### src/rtl/uart_pkg.sv
// Shared types and constants for the UART receiver: FSM state encoding,
// oversampling ratios and word-length decode.
package uart_pkg;

    typedef enum logic [2:0] {
        IDLE,
        START,
        DATA,
        PARITY,
        STOP
    } rx_state_e;

    localparam int TICKS_PER_BIT = 16;
    localparam int HALF_BIT      = 8;

    localparam logic [1:0] WLS_5 = 2'b00;
    localparam logic [1:0] WLS_6 = 2'b01;
    localparam logic [1:0] WLS_7 = 2'b10;
    localparam logic [1:0] WLS_8 = 2'b11;

    function automatic logic [7:0] wls_mask(input logic [1:0] wls);
        logic [7:0] mask;
        case (wls)
            WLS_5:   mask = 8'h1F;
            WLS_6:   mask = 8'h3F;
            WLS_7:   mask = 8'h7F;
            WLS_8:   mask = 8'hFF;
            default: mask = 8'hFF;
        endcase
        return mask;
    endfunction

endpackage

### src/rtl/uart_rx_sync.sv
// Two-flop synchronizer for the serial line plus the bit-sample source.
// UART_RX_MAJORITY_EN: bit sample is the 2-of-3 vote over ticks at count 2, 1, 0.
module uart_rx_sync (
    input  logic       clk_i,
    input  logic       rst_n_i,
    input  logic       baud_pulse_i,
    input  logic       rx_i,
    input  logic [4:0] count_i,
    output logic       rx_sync_o,
    output logic       bit_sample_o
);
    logic meta_q;
    logic sync_q;

    // Flops reset to 1 so a held reset looks like an idle line, not a start bit.
    always_ff @(posedge clk_i or negedge rst_n_i) begin
        if (!rst_n_i) begin
            meta_q <= 1'b1;
            sync_q <= 1'b1;
        end else begin
            meta_q <= rx_i;
            sync_q <= meta_q;
        end
    end

    assign rx_sync_o = sync_q;

`ifdef UART_RX_MAJORITY_EN
    logic vote2_q;
    logic vote1_q;

    always_ff @(posedge clk_i or negedge rst_n_i) begin
        if (!rst_n_i) begin
            vote2_q <= 1'b1;
            vote1_q <= 1'b1;
        end else if (baud_pulse_i) begin
            if (count_i == 5'd2) vote2_q <= sync_q;
            if (count_i == 5'd1) vote1_q <= sync_q;
        end
    end

    assign bit_sample_o = (vote2_q & vote1_q) | (vote2_q & sync_q) | (vote1_q & sync_q);
`else
    logic unused_vote_inputs;
    assign unused_vote_inputs = baud_pulse_i ^ (^count_i);
    assign bit_sample_o       = sync_q;
`endif

endmodule

### src/rtl/uart_rx_top.sv
// UART receiver FSM and datapath, 16x oversampled, 5-8 data bits, optional parity.
// Optional build macro UART_RX_MAJORITY_EN enables majority-vote bit sampling.
//
//   state  | meaning
//   IDLE   | line idle, waiting for a low sample to begin a start bit
//   START  | counting to start-bit centre, rejecting false starts
//   DATA   | sampling data bits LSB first, one per 16 ticks
//   PARITY | sampling and checking the parity bit
//   STOP   | sampling stop bit, publishing the word and flags
module uart_rx_top
    import uart_pkg::*;
(
    input  logic       clk,
    input  logic       rst,
    input  logic       baud_pulse,
    input  logic       rx,
    input  logic       pen,
    input  logic       eps,
    input  logic       sticky_parity,
    input  logic [1:0] wls,
    output logic       push,
    output logic [7:0] dout,
    output logic       pe,
    output logic       fe,
    output logic       bi
);
    rx_state_e  state_q, state_d;
    logic [4:0] count_q, count_d;
    logic [2:0] bitcnt_q, bitcnt_d;
    logic [7:0] data_q, data_d;
    logic       pe_acc_q, pe_acc_d;
    logic       zero_q, zero_d;
    logic       push_q, push_d;
    logic [7:0] dout_q, dout_d;
    logic       pe_q, pe_d;
    logic       fe_q, fe_d;
    logic       bi_q, bi_d;

    logic       rx_sync;
    logic       bit_sample;
    logic [2:0] bit_idx;
    logic [7:0] data_masked;
    logic       exp_parity;

    uart_rx_sync u_sync (
        .clk_i        (clk),
        .rst_n_i      (rst),
        .baud_pulse_i (baud_pulse),
        .rx_i         (rx),
        .count_i      (count_q),
        .rx_sync_o    (rx_sync),
        .bit_sample_o (bit_sample)
    );

    assign bit_idx     = 3'd4 + {1'b0, wls} - bitcnt_q;
    assign data_masked = data_q & wls_mask(wls);
    // Sticky parity forces the bit to ~eps; otherwise even/odd over the active bits.
    assign exp_parity  = sticky_parity ? ~eps : (eps ? ^data_masked : ~^data_masked);

    always_comb begin
        state_d  = state_q;
        count_d  = count_q;
        bitcnt_d = bitcnt_q;
        data_d   = data_q;
        pe_acc_d = pe_acc_q;
        zero_d   = zero_q;
        push_d   = 1'b0;
        dout_d   = dout_q;
        pe_d     = pe_q;
        fe_d     = fe_q;
        bi_d     = bi_q;

        if (baud_pulse) begin
            case (state_q)
                IDLE: begin
                    if (!rx_sync) begin
                        state_d = START;
                        count_d = 5'(HALF_BIT - 1);
                    end
                end
                START: begin
                    if (count_q != 5'd0) begin
                        count_d = count_q - 5'd1;
                    end else if (bit_sample) begin
                        state_d = IDLE;
                    end else begin
                        state_d  = DATA;
                        count_d  = 5'(TICKS_PER_BIT - 1);
                        bitcnt_d = 3'd4 + {1'b0, wls};
                        data_d   = 8'h00;
                        pe_acc_d = 1'b0;
                        zero_d   = 1'b1;
                    end
                end
                DATA: begin
                    if (count_q != 5'd0) begin
                        count_d = count_q - 5'd1;
                    end else begin
                        data_d[bit_idx] = bit_sample;
                        zero_d          = zero_q & ~bit_sample;
                        count_d         = 5'(TICKS_PER_BIT - 1);
                        if (bitcnt_q == 3'd0) begin
                            state_d = pen ? PARITY : STOP;
                        end else begin
                            bitcnt_d = bitcnt_q - 3'd1;
                        end
                    end
                end
                PARITY: begin
                    if (count_q != 5'd0) begin
                        count_d = count_q - 5'd1;
                    end else begin
                        pe_acc_d = (bit_sample != exp_parity);
                        zero_d   = zero_q & ~bit_sample;
                        count_d  = 5'(TICKS_PER_BIT - 1);
                        state_d  = STOP;
                    end
                end
                STOP: begin
                    if (count_q != 5'd0) begin
                        count_d = count_q - 5'd1;
                    end else begin
                        push_d  = 1'b1;
                        dout_d  = data_masked;
                        pe_d    = pe_acc_q;
                        fe_d    = ~bit_sample;
                        bi_d    = zero_q & ~bit_sample;
                        state_d = IDLE;
                    end
                end
                default: begin
                    state_d = IDLE;
                    count_d = 5'd0;
                end
            endcase
        end
    end

    always_ff @(posedge clk or negedge rst) begin
        if (!rst) begin
            state_q  <= IDLE;
            count_q  <= 5'd0;
            bitcnt_q <= 3'd0;
            data_q   <= 8'h00;
            pe_acc_q <= 1'b0;
            zero_q   <= 1'b0;
            push_q   <= 1'b0;
            dout_q   <= 8'h00;
            pe_q     <= 1'b0;
            fe_q     <= 1'b0;
            bi_q     <= 1'b0;
        end else begin
            state_q  <= state_d;
            count_q  <= count_d;
            bitcnt_q <= bitcnt_d;
            data_q   <= data_d;
            pe_acc_q <= pe_acc_d;
            zero_q   <= zero_d;
            push_q   <= push_d;
            dout_q   <= dout_d;
            pe_q     <= pe_d;
            fe_q     <= fe_d;
            bi_q     <= bi_d;
        end
    end

    assign push = push_q;
    assign dout = dout_q;
    assign pe   = pe_q;
    assign fe   = fe_q;
    assign bi   = bi_q;

endmodule

### config.mk
export PLATFORM = sky130hd
export DESIGN_NAME = uart_rx_top
export DESIGN_NICKNAME = d
export VERILOG_FILES = /design/src/rtl/uart_pkg.sv /design/src/rtl/uart_rx_sync.sv /design/src/rtl/uart_rx_top.sv
export SDC_FILE = /design/constraint.sdc
export NUM_CORES = 1
export LEC_CHECK = 0
export ABC_CLOCK_PERIOD_IN_PS = 5600
export CAP_MARGIN = 30
export CORE_MARGIN = 3
export CORE_UTILIZATION = 60
export CTS_CLUSTER_DIAMETER = 100
export CTS_CLUSTER_SIZE = 16
export DETAILED_ROUTE_END_ITERATION = 16
export HOLD_SLACK_MARGIN = 0.05
export MAX_ROUTING_LAYER = met4
export PLACE_DENSITY = 0.94
export REMOVE_ABC_BUFFERS = 1
export SLEW_MARGIN = 20
export SYNTH_ARGS = -nofsm -noshare
export SYNTH_HDL_FRONTEND = slang
export SYNTH_SLANG_ARGS = --single-unit
### constraint.sdc
create_clock -name clk -period 5.6 [get_ports clk]
set_input_delay 0.84 -clock clk [delete_from_list [all_inputs] [get_ports clk]]
set_output_delay 0.84 -clock clk [all_outputs]
set_load 0.01 [all_outputs]
==> results.md <==
* Vias in the first global route at 1725
* Max Cap Violations at 0
* I/O pin cnt at 21
* Initial Util at 64.2%
* Most common cell after layout, fill and taps aside: dfrtp_1
* Post-route insts no fill at 280
* Worst path max stage delay at 0.57 ns
* All-Layer GR Usage at 24.2%
* Leakage power at 1.03 nW
* CP Buf/Inv Count at 3
* R2r worst-path depth at 5
* Final period util at 49.4%
* Diode count at 0
* Endpoints failing hold at 0
* Setup TNS at 0 ns
* Most common cell on crit path: inv_1
* Clock root cell: clkbuf_4
* Worst hold stages at 0
* Most frequent cells in the layout: 33 x dfrtp_1, 31 x o21ai_0, 24 x nand2_1
* Pre-CTS WS at 2.55 ns
* Fin nets at 249
* Total gr overflow at 0
* CTS Buf Count at 5
* Chip height at 63.9 microns
* Die ar. at 0.00408 sq mm
* Worst EP required at 5.83 ns
* Routed vias/inst at 6.30
* Outcome: completed
* Mean cell area of the mapped netlist at 9.25 sq um
* Arr. time, crit path at 2.99 ns
* Final HPWL DP at 2.98 mm
* Synth top area cells: dfrtp_1 41%, o21ai_0 7.7%, nand2_1 4.5%
* Drt initial violations at 140
* Final ANT Viol Nets at 0
* Cts repair resizes at 0
* Worst setup EP type: register
* FP Rows at 20
* Clock Tree Buf Depth at 2
* Pwr Density at 334 mW/mm^2
* Post-synth top area cell: dfrtp_1
* Gpl congestion at 0.884
* WL final at 4.33 mm
* DR WL/cell at 15.5 microns
* Slew Viols, Final at 0
* CP max-delay cell: clkdlybuf4s50_1
* Normalized max-slew margin at 48.4%
* Crit Path Max Fanout at 10
* Mapped Cells at 217
* Clock-pin slew on the worst setup and hold paths at 0.11 ns
* DRC at 0
* Syn-to-layout area delta at 16.3%
* Core area at 0.00313 sq mm
* Hold/Removal Path Class: register to register
* Later-pin clock latency in the skew report at 0.35 ns
* Global-route wire length before repair at 7.60 mm
* Worst slew pin tran at 0.772 ns
* Seq/Total Area, Yosys at 43.7%
* Critical path startpoint category: input pin
* Dpl cells at 272
* Setup CP Type: input pin to register
* Ys flop type: dfrtp_1
* Worst Skew at 0.0117 ns
* Ys async rst share at 100%
* Post-Syn Area at 0.00201 sq mm
* Initial antenna violation count at 0
* RSZ-0062 raised after global routing: no
* Chip width at 63.9 microns
* Cell Chain, Critical Path: clkdlybuf4s50_1 > inv_1 > ha_1 > inv_1 > fa_1 > nor2_1 > a21oi_1 > o21ai_0 > o31ai_1
* TritonRoute pass-1 iters at 5
* Largest net degree at the start of global routing at 36
* Minimum clock period at 2.77 ns
* Yosys reg bits at 35
* H-tree depth at 2
* FMAX at 362 MHz
* Fin Hold WS at 0.367 ns
* Number of setup buffers added after CTS at 0
* Distinct cells, synth at 48
* Synth warn at 0
* Finish-stage setup viols at 0
* Hold buffers post-CTS at 0
* EDFF count, synth at 0
* Final setup margin at 2.83 ns
* CP delay by family, top: adder cells
* Vias post-DR at 1763
* IO buf count at 20
* Top cell type's share of synthesized area at 41.1%
* Worst path depth at 9
* Clock Sinks at 35
* Largest vdd supply drop at 0.253 mV
* CTS tree: built
* Layout cells sized above 1 at 9.32%
-- logic make-up after synthesis --
| logic type | count (synthesis) | share of synthesized area [%] |
|---|---|---|
| buf+inv | 23 | 4.30 |
| compound gates | 68 | 20.2 |
| xor+xnor | 10 | 5.05 |
| simple gates | 67 | 18.3 |
| mux | 9 | 4.92 |
| flops | 35 | 43.7 |
| fa+ha+maj | 5 | 3.49 |
-- worst paths after layout --
check                           slack [ns]           from                  end
min in group asynchronous             0.89            rst                   pe
worst max register to register        2.84     count_q[0]              dout[2]
worst min-delay path                  0.37  u_sync.meta_q  u_sync.bit_sample_o
worst min register to register        0.37  u_sync.meta_q  u_sync.bit_sample_o
worst max-delay path                  2.83         wls[0]            data_q[1]
max in group asynchronous             4.36            rst  u_sync.bit_sample_o
-- worst reg2reg max path: stages, from the launching register on --
cell and delay [ns]:
dfrtp_1 0.42, inv_1 0.07, ha_1 0.26, nor4b_2 0.68, nand4_1 0.71, mux2_2 0.51
-- metal layers --
layer  vias to the layer above  GRT usage (%)  wire length (microns)
li1                        817              -                      -
met4                         0           14.6                    130
met3                        19           4.39                    260
met2                        78           36.9                   2080
met5                         -              -                      0
met1                       849           30.0                   1870
-- where the power goes --
part | total [mW] | leakage [nW] | switching, mW | internal [mW]
combinational | 0.224 | 0.525 | 0.131 | 0.0932
clock | 0.226 | 0.0525 | 0.0864 | 0.139
sequential | 0.330 | 0.452 | 0.0535 | 0.277
total | 0.780 | 1.03 | 0.270 | 0.509
-- Yosys cell counts, drive strengths merged, types with 2 or more instances --
library cell and instances:
dfrtp 33, o21ai 33, nand2 24, inv 13
a21oi 11, clkbuf 8, nor2 8, mux2 7
nor2b 6, nor3 6, xor2 6, a31oi 4
ha 4, nand3 4, nand4 4, a22o 3
nand2b 3, o31ai 3, xnor2 3, a211oi 2
a21o 2, buf 2, dfstp 2, mux2i 2
nor3b 2, nor4b 2, o22ai 2
-- layout make-up --
class	instances	area [sq um]
tap	44	55.1
timing repair buffer	21	208
clock inverter	2	60.1
sequential	35	878
clock buffer	6	41.3
fill	202	793
multi-input combinational	159	1040
inverter	13	48.8
-- sequential cells by signal, summed over array words and instances (netlist names) --
| signal | flops |
|---|---|
| bi | 1 |
| pe | 1 |
| bitcnt_q | 3 |
| dout | 8 |
| state_q | 3 |
| u_sync.meta_q | 1 |
| push | 1 |
| u_sync.bit_sample_o | 1 |
| zero_q | 1 |
| fe | 1 |
| pe_acc_q | 1 |
| data_q | 8 |
| count_q | 5 |
-- metrics by stage --
step	cell area (sq um)	util [%]	power [mW]
after detailed placement	2230	71.4	0.548
after global placement	2230	71.4	0.540
after CTS	2330	74.6	0.776
after floorplan	1970	-	0.487
after global routing	2330	74.6	0.832
final	2330	74.6	0.780
Note: power is estimated with default switching activity, not from simulation.
==> edit 1, RTL diff (same settings) <==
Register the inputs `baud_pulse`, `rx`, `pen`, `eps`, `sticky_parity` and `wls` before use. The logic sees them one clock later.
--- a/src/rtl/uart_rx_top.sv
+++ b/src/rtl/uart_rx_top.sv
@@ -25,4 +25,21 @@
     output logic       bi
 );
+
+    logic baud_pulse_q;
+    logic rx_q;
+    logic pen_q;
+    logic eps_q;
+    logic sticky_parity_q;
+    logic [1:0] wls_q;
+
+    always_ff @(posedge clk) begin
+        baud_pulse_q    <= baud_pulse;
+        rx_q            <= rx;
+        pen_q           <= pen;
+        eps_q           <= eps;
+        sticky_parity_q <= sticky_parity;
+        wls_q           <= wls;
+    end
+
     rx_state_e  state_q, state_d;
     logic [4:0] count_q, count_d;
@@ -46,6 +63,6 @@
         .clk_i        (clk),
         .rst_n_i      (rst),
-        .baud_pulse_i (baud_pulse),
-        .rx_i         (rx),
+        .baud_pulse_i (baud_pulse_q),
+        .rx_i         (rx_q),
         .count_i      (count_q),
         .rx_sync_o    (rx_sync),
@@ -53,8 +70,8 @@
     );
 
-    assign bit_idx     = 3'd4 + {1'b0, wls} - bitcnt_q;
-    assign data_masked = data_q & wls_mask(wls);
+    assign bit_idx     = 3'd4 + {1'b0, wls_q} - bitcnt_q;
+    assign data_masked = data_q & wls_mask(wls_q);
     // Sticky parity forces the bit to ~eps; otherwise even/odd over the active bits.
-    assign exp_parity  = sticky_parity ? ~eps : (eps ? ^data_masked : ~^data_masked);
+    assign exp_parity  = sticky_parity_q ? ~eps_q : (eps_q ? ^data_masked : ~^data_masked);
 
     always_comb begin
@@ -71,5 +88,5 @@
         bi_d     = bi_q;
 
-        if (baud_pulse) begin
+        if (baud_pulse_q) begin
             case (state_q)
                 IDLE: begin
@@ -87,5 +104,5 @@
                         state_d  = DATA;
                         count_d  = 5'(TICKS_PER_BIT - 1);
-                        bitcnt_d = 3'd4 + {1'b0, wls};
+                        bitcnt_d = 3'd4 + {1'b0, wls_q};
                         data_d   = 8'h00;
                         pe_acc_d = 1'b0;
@@ -101,5 +118,5 @@
                         count_d         = 5'(TICKS_PER_BIT - 1);
                         if (bitcnt_q == 3'd0) begin
-                            state_d = pen ? PARITY : STOP;
+                            state_d = pen_q ? PARITY : STOP;
                         end else begin
                             bitcnt_d = bitcnt_q - 3'd1;
Check against the original RTL: same outputs for any inputs over 10 cycles, from zero or initial values and one cycle with rst low; that may be too few to reach the edited logic, so the function may still have changed.
==> edit 1 against the original RTL <==
Cell area grew 3.7%. Worst setup slack better by 320 ps. Highest routed layer unchanged. Clock skew is 0.59 ps higher. Wire length is 5.1% lower. Sequential cell count rose by 7. Synthesized cell count increased by 2.3%. Hold slack got worse by 66 ps. Power up 27%. Synthesized area is 7.1% higher.
==> edit 1: results <==
set metrics [dict create \
    reg2regPathDepth 6 \
    slowest_delay_ps 490 \
    clk_latency_ps 370 \
    cp_slowest_cell "nor4b_2" \
    grt_use_met3_pct 6.12 \
    drt-met1-wl_mm 1.78 \
    worstPathMaxFanout 17 \
    dr.first_iter.drc_count 90 \
    regToRegEndpoint "dout[1]$_DFFE_PN0P_" \
    grt_use_met2_pct 33.0 \
    wl_met3_um 301 \
    p_comb_w 0.000403 \
    worst_pin_slew_ps 695 \
    synth_compound_area_share_pct 20.5 \
    fin_nets 253 \
    p_sw_w 0.000409 \
    vias_per_cell 5.98 \
    pg_seq_w 0.000449 \
    holdPathEnd "u_sync.meta_q$_DFF_PN1_" \
    report.power.total_w 0.000993 \
    drive_gt1_share_pct 6.67 \
    vdd_drop_max_uv 289 \
    met2_length_mm 1.94 \
    drt_wl_total_mm 4.11 \
    hpwlAfterDp_mm 3.04 \
    cellLeakagePower_nw 1.00 \
    r2r_slack_ps 3150 \
    synth-xor-area-share_pct 3.90 \
    grt_pass1_vias 1510 \
    synth_adder_area_share_pct 3.26 \
    synth_area_leaders "dfrtp_1, dfxtp_1, o21ai_0, nand2_1, a21oi_1" \
    ys_seq_area_share_pct 47.4 \
    yosysUniqueCellTypes 50 \
    grt_pass1_wl_mm 7.10 \
    synth_mux_area_share_pct 3.14 \
    status "complete, no violations" \
    hp-start "rx_q$_DFF_P_" \
    crit_family "simple AND/OR/NAND/NOR gates" \
    finalClockSkew_ps 12.3 \
    yosys-top-cells-count "dfrtp_1, o21ai_0, nand2_1" \
    use_met1_pct 30.2 \
]
edit 1: changes by cell type in the layout (fill, tap and decap cells not counted), moves of 3 or more:
cell,unedited run,this run
a21oi_1,11,14
dfxtp_1,0,7
mux2_1,0,6
mux2_2,7,0
nand2_1,24,21
nand2b_1,3,8
o211ai_1,0,3
o21ai_0,31,22
o21ai_1,2,11
edit 1: through the flow:
stage                     area (um^2)  worst slack (ps)  hold WS [ps]  std cells  util (%)
after floorplan                  2110              3510           284        211         -
after global placement           2370              3350           285        278      70.0
after detailed placement         2370              3170           287        278      70.0
after CTS                        2420              3160           303        286      71.4
after global routing             2420              2950           306        286      71.4
final                            2420              3150           301        286      71.4
edit 1: area by class of cell:
type	count	area (um^2)
Multi-Input combinational cell	158	1050
Timing Repair Buffer	21	208
Inverter	11	41.3
Clock buffer	8	48.8
Sequential cell	42	1020
Tap cell	46	57.6
Fill cell	251	968
edit 1: worst max-delay path by stage:
stage / from / endpoint / slack [ps] / cells after the start
floorplan: count_q[0]$_DFFE_PN0P_ / dout[0]$_DFFE_PN0P_ / 3510 / 6
global placement: count_q[0]$_DFFE_PN0P_ / dout[4]$_DFFE_PN0P_ / 3350 / 6
detailed placement: count_q[0]$_DFFE_PN0P_ / dout[1]$_DFFE_PN0P_ / 3170 / 6
CTS: count_q[0]$_DFFE_PN0P_ / dout[1]$_DFFE_PN0P_ / 3160 / 6
global route: count_q[0]$_DFFE_PN0P_ / dout[2]$_DFFE_PN0P_ / 2950 / 6
finish: count_q[0]$_DFFE_PN0P_ / dout[1]$_DFFE_PN0P_ / 3150 / 6
edit 1: cell families after synthesis:
family	after synthesis
buffers and inverters	22
AND/OR/NAND/NOR	67
adder cells (fa/ha/maj)	5
flip-flops	42
multiplexers	6
XOR/XNOR	8
AO/OA/AOI/OAI	72
==> edit 2, RTL diff (same flow settings) <==
Without the edit above. Build with the macro `UART_RX_MAJORITY_EN` defined.
--- a/src/rtl/uart_rx_sync.sv
+++ b/src/rtl/uart_rx_sync.sv
@@ -1,4 +1,6 @@
 // Two-flop synchronizer for the serial line plus the bit-sample source.
 // UART_RX_MAJORITY_EN: bit sample is the 2-of-3 vote over ticks at count 2, 1, 0.
+`define UART_RX_MAJORITY_EN
+
 module uart_rx_sync (
     input  logic       clk_i,
Formal check against the unedited RTL: same outputs for any inputs over 10 cycles, from zero or initial values and one cycle with rst low; that may be too few to reach the edited logic, so the function may still have changed.
==> edit 2 against the original RTL <==
Sequential cell count grew 2. Wire length down 2.6%. Power increased by 31%. Worst setup slack better by 27 ps. Clock power shrank 29%. Cell area increased by 2.0%. Synthesized area is 4.6% higher. Critical endpoint unchanged.
==> edit 2: results <==
set metrics [dict create \
    firstDrtPassIters 4 \
    ys_warn_count 0 \
    slowest_delay_ps 590 \
    dr.first_iter.drc_count 77 \
    crit_family "buffers and inverters" \
    grt_pass1_vias 1540 \
    worstPathMaxFanout 10 \
    grt_use_met3_pct 5.98 \
    vias_per_cell 5.98 \
    grt_usage_pct 22.7 \
    cellLeakagePower_nw 1.06 \
    drive_gt1_share_pct 12.6 \
    yosysUniqueCellTypes 53 \
    finalClockSkew_ps 14.2 \
    ys_seq_area_share_pct 44.3 \
    vdd_drop_max_uv 236 \
    fillers 231 \
    hpwlAfterDp_mm 2.96 \
    yosysTopAreaCellShare_pct 39.3 \
    postPlaceCellArea_mm2 0.00231 \
    synth_area_leaders "dfrtp_1, o21ai_0, dfstp_2, mux2_2, nand2_1" \
    gp_congestion 0.851 \
    grt_pass1_wl_mm 7.29 \
    grt_max_degree 38 \
    use_met1_pct 31.0 \
    worst_pin_slew_ps 789 \
    arrival_ps 2960 \
    internal_power_w 0.000594 \
    final_util_pct 74.3 \
    clockBufferDepth 2 \
    status "complete, no violations" \
    grt_use_met2_pct 33.1 \
    yosys-top-cells-count "dfrtp_1, o21ai_0, nand2_1" \
    fin_nets 253 \
]
==> edit 2: stage by stage <==
stage                     setup slack, ps  instances
after floorplan                      3340        210
after global placement               2670        274
after detailed placement             2530        274
after CTS                            2890        282
after global routing                 2700        282
final                                2860        282
==> edit 2: final timing paths <==
check                                        start                    endpoint  slack [ps]  cells past startpoint
max in group asynchronous                      rst     bitcnt_q[0]$_DFFE_PN0P_        4520                      1
min reg2reg                u_sync.meta_q$_DFF_PN1_  u_sync.rx_sync_o$_DFF_PN1_         360                      0
max reg2reg                 count_q[0]$_DFFE_PN0P_      state_q[2]$_DFFE_PN0P_        3230                      6
min                        u_sync.meta_q$_DFF_PN1_  u_sync.rx_sync_o$_DFF_PN1_         360                      0
min in group asynchronous                      rst      count_q[3]$_DFFE_PN0P_         570                      1
max                                         wls[0]       data_q[1]$_DFFE_PN0P_        2860                      9
==> edit 2: layer usage <==
layer | part of all wire, % | vias up
met1 | 46 | 800
li1 | - | 821
met2 | 46 | 57
met5 | 0 | -
met4 | 1.2 | 0
met3 | 7.4 | 8
==> edit 2: cell type report <==
cell class | instances | share of cell area (%)
Multi-Input combinational cell | 160 | 45.4
Sequential cell | 37 | 39.1
Timing Repair Buffer | 20 | 8.20
Clock buffer | 7 | 2.73
Tap cell | 44 | 2.31
Inverter | 13 | 2.05
Clock inverter | 1 | 0.210
==> edit 2: cells by family after synthesis <==
family                     synth area share, %
buffers and inverters                     4.23
DFF                                       44.3
and+or+nand+nor                           17.8
AOI/OAI and AO/OA                         19.0
adders and majority gates                 5.00
muxes                                     5.30
xor gates and xnor gates                  4.35
==> edit 2: power by group through the flow <==
stage | combinational (W) | clock [W] | sequential (W)
after CTS | 0.000440 | 0.000161 | 0.000413
after global placement | 0.000421 | 0 | 0.000414
final | 0.000444 | 0.000160 | 0.000415
after global routing | 0.000498 | 0.000175 | 0.000426
after detailed placement | 0.000436 | 0 | 0.000417
after floorplan | 0.000338 | 0 | 0.000400
